**config.mk**
```make
export PLATFORM = sky130hd
export DESIGN_NAME = serial_sub6_flat
export DESIGN_NICKNAME = d
export VERILOG_FILES = /design/src/rtl/serial_sub6_pkg.sv /design/src/rtl/serial_sub6_if.sv /design/src/rtl/serial_sub6_fs_cell.sv /design/src/rtl/serial_sub6.sv /design/src/flat_wrapper.sv
export SDC_FILE = /design/constraint.sdc
export NUM_CORES = 1
export LEC_CHECK = 0
export CORE_AREA = 8 8 59 61
export CTS_CLUSTER_SIZE = 20
export DETAILED_ROUTE_END_ITERATION = 12
export DIE_AREA = 0 0 67 69
export HOLD_SLACK_MARGIN = 0.05
export PLACE_DENSITY = 0.76
export RECOVER_POWER = 50
export SLEW_MARGIN = 25
export SYNTH_ARGS = -nofsm -noshare
export SYNTH_HDL_FRONTEND = slang
export SYNTH_SLANG_ARGS = --single-unit
```
**constraint.sdc**
```tcl
create_clock -name clk -period 2.9 [get_ports clk]
set_input_delay 0.58 -clock clk [delete_from_list [all_inputs] [get_ports clk]]
set_output_delay 0.58 -clock clk [all_outputs]
set_load 0.05 [all_outputs]
```
**src/rtl/serial_sub6_pkg.sv**
```systemverilog
// Shared types and sizing helpers for the bit-serial subtractor.
package serial_sub6_pkg;

  localparam int unsigned WIDTH_DEF = 6;

  typedef enum logic [1:0] {
    IDLE  = 2'd0,
    SHIFT = 2'd1,
    DONE  = 2'd2
  } state_e;

  // Counter must index bit positions 0..w-1; never narrower than one bit.
  function automatic int unsigned cnt_w(input int unsigned w);
    return (w <= 2) ? 1 : $clog2(w);
  endfunction

endpackage

```
**src/rtl/serial_sub6_if.sv**
```systemverilog
// Start/busy/done handshake and operand/result bus for serial_sub6.
// Optional zero/ovf flags appear when SERIAL_SUB6_FLAGS_EN is defined.
interface serial_sub6_if
  import serial_sub6_pkg::*;
#(
  parameter int unsigned WIDTH = WIDTH_DEF
);

  logic             start;
  logic [WIDTH-1:0] a;
  logic [WIDTH-1:0] b;
  logic             bin;
  logic             busy;
  logic             done;
  logic [WIDTH-1:0] diff;
  logic             bout;
`ifdef SERIAL_SUB6_FLAGS_EN
  logic             zero;
  logic             ovf;

  modport master (output start, a, b, bin, input busy, done, diff, bout, zero, ovf);
  modport slave  (input start, a, b, bin, output busy, done, diff, bout, zero, ovf);
`else
  modport master (output start, a, b, bin, input busy, done, diff, bout);
  modport slave  (input start, a, b, bin, output busy, done, diff, bout);
`endif

endinterface

```
**src/rtl/serial_sub6_fs_cell.sv**
```systemverilog
// One-bit full subtractor: d = x - y - brw, with the borrow out.
module fs_cell (
  input  logic x,
  input  logic y,
  input  logic brw,
  output logic d_c,
  output logic brw_next_c
);

  assign d_c        = x ^ y ^ brw;
  assign brw_next_c = (~x & y) | (~x & brw) | (y & brw);

endmodule

```
**src/rtl/serial_sub6.sv**
```systemverilog
// Bit-serial subtractor diff = a - b - bin, LSB first over WIDTH cycles.
// Define SERIAL_SUB6_FLAGS_EN to add registered zero/ovf result flags.
module serial_sub6
  import serial_sub6_pkg::*;
#(
  parameter int unsigned WIDTH = WIDTH_DEF
) (
  input logic         clk,
  input logic         rst,
  serial_sub6_if.slave bus
);

  localparam int unsigned    CW       = cnt_w(WIDTH);
  localparam logic [CW-1:0] CNT_LAST = CW'(WIDTH - 1);

  state_e           state;
  state_e           state_next;
  logic             load_c;
  logic             step_c;
  logic             last_c;

  logic [WIDTH-1:0] a_sh;
  logic [WIDTH-1:0] b_sh;
  logic [WIDTH-1:0] res_sh;
  logic [WIDTH-1:0] res_next_c;
  logic [CW-1:0]    cnt;
  logic             brw;
  logic             d_c;
  logic             brw_next_c;
`ifdef SERIAL_SUB6_FLAGS_EN
  logic             a_msb;
  logic             b_msb;
`endif

  fs_cell u_fs_cell (
    .x          (a_sh[0]),
    .y          (b_sh[0]),
    .brw        (brw),
    .d_c        (d_c),
    .brw_next_c (brw_next_c)
  );

  assign res_next_c = {d_c, res_sh[WIDTH-1:1]};

  always_ff @(posedge clk) begin
    if (rst) state <= IDLE;
    else     state <= state_next;
  end

  // Start is only honoured from IDLE or DONE; SHIFT runs to completion.
  always_comb begin
    state_next = state;
    load_c     = 1'b0;
    step_c     = 1'b0;
    last_c     = 1'b0;
    case (state)
      IDLE: begin
        if (bus.start) begin
          state_next = SHIFT;
          load_c     = 1'b1;
        end
      end
      SHIFT: begin
        step_c = 1'b1;
        if (cnt == CNT_LAST) begin
          last_c     = 1'b1;
          state_next = DONE;
        end
      end
      DONE: begin
        if (bus.start) begin
          state_next = SHIFT;
          load_c     = 1'b1;
        end else begin
          state_next = IDLE;
        end
      end
      default: state_next = IDLE;
    endcase
  end

  always_ff @(posedge clk) begin
    if (rst) begin
      bus.busy <= 1'b0;
      bus.done <= 1'b0;
      bus.diff <= '0;
      bus.bout <= 1'b0;
      a_sh     <= '0;
      b_sh     <= '0;
      res_sh   <= '0;
      cnt      <= '0;
      brw      <= 1'b0;
`ifdef SERIAL_SUB6_FLAGS_EN
      bus.zero <= 1'b0;
      bus.ovf  <= 1'b0;
      a_msb    <= 1'b0;
      b_msb    <= 1'b0;
`endif
    end else begin
      bus.busy <= (state_next == SHIFT);
      bus.done <= (state_next == DONE);
      if (load_c) begin
        a_sh   <= bus.a;
        b_sh   <= bus.b;
        brw    <= bus.bin;
        cnt    <= '0;
        res_sh <= '0;
`ifdef SERIAL_SUB6_FLAGS_EN
        a_msb  <= bus.a[WIDTH-1];
        b_msb  <= bus.b[WIDTH-1];
`endif
      end else if (step_c) begin
        a_sh   <= a_sh >> 1;
        b_sh   <= b_sh >> 1;
        brw    <= brw_next_c;
        cnt    <= cnt + CW'(1);
        res_sh <= res_next_c;
      end
      // Results only move on the SHIFT->DONE edge and hold otherwise.
      if (last_c) begin
        bus.diff <= res_next_c;
        bus.bout <= brw_next_c;
`ifdef SERIAL_SUB6_FLAGS_EN
        bus.zero <= (res_next_c == '0);
        bus.ovf  <= (a_msb != b_msb) && (d_c != a_msb);
`endif
      end
    end
  end

endmodule

```
**src/flat_wrapper.sv**
```systemverilog
// flat-port wrapper written by rule: the top's interface ports become plain ports
module serial_sub6_flat import serial_sub6_pkg::*;
#(
  parameter int unsigned WIDTH = WIDTH_DEF
)
  (clk, rst, bus_start, bus_a, bus_b, bus_bin, bus_busy, bus_done, bus_diff, bus_bout);
  serial_sub6_if #(.WIDTH(WIDTH)) bus_i ();
  input logic clk;
  input logic rst;
  input wire logic [$bits(bus_i.start)-1:0] bus_start;
  input wire logic [$bits(bus_i.a)-1:0] bus_a;
  input wire logic [$bits(bus_i.b)-1:0] bus_b;
  input wire logic [$bits(bus_i.bin)-1:0] bus_bin;
  output wire logic [$bits(bus_i.busy)-1:0] bus_busy;
  output wire logic [$bits(bus_i.done)-1:0] bus_done;
  output wire logic [$bits(bus_i.diff)-1:0] bus_diff;
  output wire logic [$bits(bus_i.bout)-1:0] bus_bout;
  assign bus_i.start = bus_start;
  assign bus_i.a = bus_a;
  assign bus_i.b = bus_b;
  assign bus_i.bin = bus_bin;
  assign bus_busy = bus_i.busy;
  assign bus_done = bus_i.done;
  assign bus_diff = bus_i.diff;
  assign bus_bout = bus_i.bout;
  serial_sub6 #(.WIDTH(WIDTH)) u_core (.clk(clk), .rst(rst), .bus(bus_i));
endmodule
```
# Yosys cells after proc, flatten, opt, wreduce, memory -nomap -nowiden
# Cells that the tools add are included.
# totals
reg_bits,33
in_bits,16
out_inout_bits,9
wordCells,43
# classes
addsub,1
n_eq_ne,5
mux,15
n_bitwise,8
n_reduce_logical,4
# op_table
cell,n
$mux W6,4
$mux W1,8
$pmux W2 S3,1
$eq A2 B1 Y1 const B,2
$eq A2 B2 Y1 const B,2
$mux W2,2
$reduce_or A2 Y1,2
$add A3 B1 Y3 const B,1
$and A1 B1 Y1,3
$eq A3 B3 Y1 const B,1
$logic_not A2 Y1,1
$or A1 B1 Y1,2
$reduce_bool A2 Y1,1
$xor A1 B1 Y1,2
$not A1 Y1,1

# Longest topological paths before layout
# depth
word_depth,6
depth_mapped,6
depth_no_buf,5

# Cells and area by module
# Synthesis repeated with hierarchy kept, for this count alone.
# hier_totals
cells_unflattened,137
hier_area_um2,1281.2
# by_module_without_submodules
mod,n_inst,cells_per_inst,area_each_um2,seq_area_each_um2
serial_sub6,1,134,1253.7,640.6
fs_cell,1,3,27.5,0.0

# Worst setup path after synthesis
# Ideal clock, no wire load.
# synth_path
kind,in2reg
startpoint,input port rst
endpoint,register u_core.cnt[1]
setup_ps,130
t_arrival_ps,1164
required_time_ps,2770
slack_ps,1606
cell_stages,4
path_buffers,2
cell_sequence,clkbuf_1 > nand2b_1 > clkbuf_1 > a211oi_1
# synth_via
elab_chain_len,1
# synth_lines
item,line,source
from (decl),flat_wrapper.sv:9,input logic rst;
$reduce_or A2 Y1 (no line),n/a,
to (signal assigned),serial_sub6.sv:116,cnt <= cnt + CW'(1);
to (decl),serial_sub6.sv:26,logic [CW-1:0] cnt;
# No other way between the ends.
# A chain may end at the register's enable or synchronous reset.

# Final worst setup path
# layout_path
startpoint,register u_core.bus.bout
endpoint,output port bus_bout
# layout_lines
item,line,source
from (decl),serial_sub6_if.sv:25,"modport slave (input start, a, b, bin, output busy, done, diff, bout);"
from (signal assigned),serial_sub6.sv:122,bus.bout <= brw_next_c;
to (decl),flat_wrapper.sv:17,output wire logic [$bits(bus_i.bout)-1:0] bus_bout;
# No word-level cell between the ends.

==> flow_summary.yaml <==
timing:
  hold_slack_ns: 0.460
  relSlewSlack_pct: 53.6
  fin_crit_ns: 2.05
  slew_violations: 0
  worstMarginPinSlew_ns: 0.696
  fin_crit_sh_pct: 70.9
  fin_setup_tns_ns: 0
  fin_ws_ns: 0.845
  fmax_ghz: 0.487
  hold_viol: 0
  rsz0062_at_grt: "false"
  finalClockSkew_ns: 0.00655
  setup_violations: 0
synthesis:
  yosys_warnings: 0
  syn_nets: 168
  synth-seq-area-share_pct: 50.5
  synth_top_area_cell: "dfxtp_1"
  synth_edf_count: 0
  ys_top_cells_by_count: "nand2_1 (40), dfxtp_1 (32), nor2_1 (18)"
  synth.area.top_cells: "dfxtp_1 (50%), nand2_1 (12%), a311oi_1 (6.2%)"
  ys_ff_latch: 32
  async_flop_share_pct: 0
  synthCells: 149
  synth.cell_area_sq_um: 1270
  synth.top_cell.area_share_pct: 50.5
  ys.flop_type: "dfxtp_1"
  synth.area.mux_share_pct: 0.789
  synth-simple-area-share_pct: 23.5
  synth_fa_ha_area_share_pct: 3.55
  synth_cell_types: 25
  synth_compound_area_share_pct: 14.7
  synth_top_family_by_area: "simple AND/OR/NAND/NOR gates"
  syn_area_per_cell_sq_um: 8.51
  yosys.cell_count.top_type: "nand2_1"
  synth-xor-area-share_pct: 1.38
clock_network:
  cts_num_sinks: 32
  cts_root_buf: "clkbuf_4"
  postCtsSetupRepairBufs: 0
  clk_latency_ns: 0.33
  cts_tree: "yes"
  cts-resized-gates: 0
  clk_pin_slew_ns: 0.09
  ctsHoldBuffers: 0
  cts_buffers: 5
  htreeDepth: 2
  cts_buffer_depth: 2
worst_setup_path:
  slowest_delay_ns: 0.81
  rr_endpoint: "u_core.b_sh[2]"
  crit_chain: "clkdlybuf4s50_1"
  cp_slowest_cell: "clkdlybuf4s50_1"
  reg2reg_depth: 3
  reg2reg_slack_ns: 1.36
  crit_type: "reg2out"
  crit_required_ns: 2.32
  critical_path.startpoint_type: "flip-flop"
  worstPathMaxFanout: 2
  critical_path_buf_inv_count: 1
  reg2reg_from: "u_core.state[0]"
  cp.arrival_ns: 1.47
  critical_path.top_delay_family: "buffers and inverters"
  endpoint_kind: "output pin"
job:
  max_cap_viol_count: 0
cells_and_area:
  design_area_sq_um: 1560
  fin_nets: 190
  layout-drive-gt1-share_pct: 4.65
  antenna_cells: 0
  register_area_sq_um: 641
  multi_input_area_sq_um: 556
  synthToLayoutAreaGrowth_pct: 22.7
  fill_cells: 251
place:
  placed_cell_area_sq_um: 1500
  dp_hpwl_mm: 1.75
  io_buffers: 24
  dp_slack_ns: 1.03
  gp_congestion: 0.682
global_route:
  grt.total_usage_pct: 12.0
  grt_pass1_vias: 1024
  grt_first_pass_wirelength_mm: 4.34
  overflow: 0
  grt_max_degree: 26
  antenna_found_initial: 0
route:
  met3_length_um: 181
  wl_met1_mm: 1.07
  drc: 0
  vias: 1041
  wl_met2_mm: 1.17
  first_pass_iters: 4
  top_layer_used: "met4"
  routed_via_density: 5.13
  drtIter0Drc: 43
  wl_mm: 2.49
  ant_nets: 0
  routedWlPerCell_um: 12.3
worst_hold_path:
  whs_path_depth: 2
  hold_class: "reg2reg"
  worstHoldStart: "u_core.res_sh[1]"
  holdPathEnd: "u_core.bus.diff[0]"
power:
  seqPwrFrac_pct: 56.7
  p_per_area_nw_per_um2: 535
  p_int_uw: 624
  sw_frac_of_total_pct: 25.0
  leakagePower_uw: 0.000546
  netSwitchingPower_uw: 208
  clkPwrFrac_pct: 31.4
  vdd_drop_max_mv: 0.434
  power_uw: 832
  pwr-share-comb_pct: 11.9
outcome:
  status: "finished clean"
floorplan:
  die-area_sq_um: 4620
  start_util_pct: 48.5
  die_w_um: 67
  design.portCount: 25
  die_y_um: 69
  core_sq_um: 2620
  rows: 19
-- how the worst max path moves through the flow --
stage                     depth (start not counted)            end                from
after floorplan                                   4  u_core.cnt[1]                 rst
after global placement                            5  u_core.cnt[1]           bus_start
after detailed placement                          5  u_core.cnt[1]           bus_start
after CTS                                         1       bus_bout     u_core.bus.bout
after global routing                              1    bus_diff[1]  u_core.bus.diff[1]
final                                             1       bus_bout     u_core.bus.bout
-- metal layers --
metal	track usage, %	vias up
li1	-	542
met2	18.9	29
met3	4.68	8
met5	0	-
met4	8.37	0
met1	12.5	462
-- cell families (layout without fill, tap and decap cells) --
group / Yosys count / after routing
AND/OR/NAND/NOR: 70 / 70
AO/OA/AOI/OAI: 28 / 28
adder cells (fa/ha/maj): 3 / 3
flip-flops: 32 / 32
buffers and inverters: 13 / 36
multiplexers: 1 / 1
XOR/XNOR: 2 / 2
-- area by class of cell --
class | instances | area share, %
timing repair buffer | 26 | 16.4
inverter | 2 | 0.482
sequential | 32 | 41.2
multi-input combinational | 104 | 35.7
tap | 31 | 2.49
clock buffer | 8 | 3.78
-- cell usage in the layout, fill, tap and decap left out, drive strengths merged --
cell type,count
nand2b,3
nand3b,1
a211oi,3
fa,1
buf,2
dfxtp,32
inv,2
mux2i,1
xor2,1
clkdlybuf4s50,23
nor2,18
a22oi,2
and2b,1
ha,2
a21oi,14
xnor2,1
nand3,3
nor3,1
nor2b,1
nand2,40
dlygate4sd3,1
nand4b,1
a311oi,9
and4b,1
clkbuf,8
-- through the flow --
stage               std cells  utilization [%]
finish                    203             59.5
global route              203             59.5
CTS                       203             59.6
detailed placement        195             57.3
global placement          195             57.3
floorplan                 149                -
-- flip-flops by register name (all words and copies together) (netlist names) --
| signal | count |
|---|---|
| u_core.state | 2 |
| u_core.brw | 1 |
| u_core.bus.done | 1 |
| u_core.a_sh | 6 |
| u_core.res_sh | 5 |
| u_core.cnt | 3 |
| u_core.bus.diff | 6 |
| u_core.b_sh | 6 |
| u_core.bus.busy | 1 |
| u_core.bus.bout | 1 |
-- power by group through the flow --
stage                     logic (uW)  clock network, uW  registers, uW
after floorplan                 67.0                  0            484
final                           99.1                261            472
after detailed placement         100                  0            482
after CTS                        100                269            472
after global routing             112                292            474
after global placement          98.2                  0            482
(Power assumes the default switching activity.)
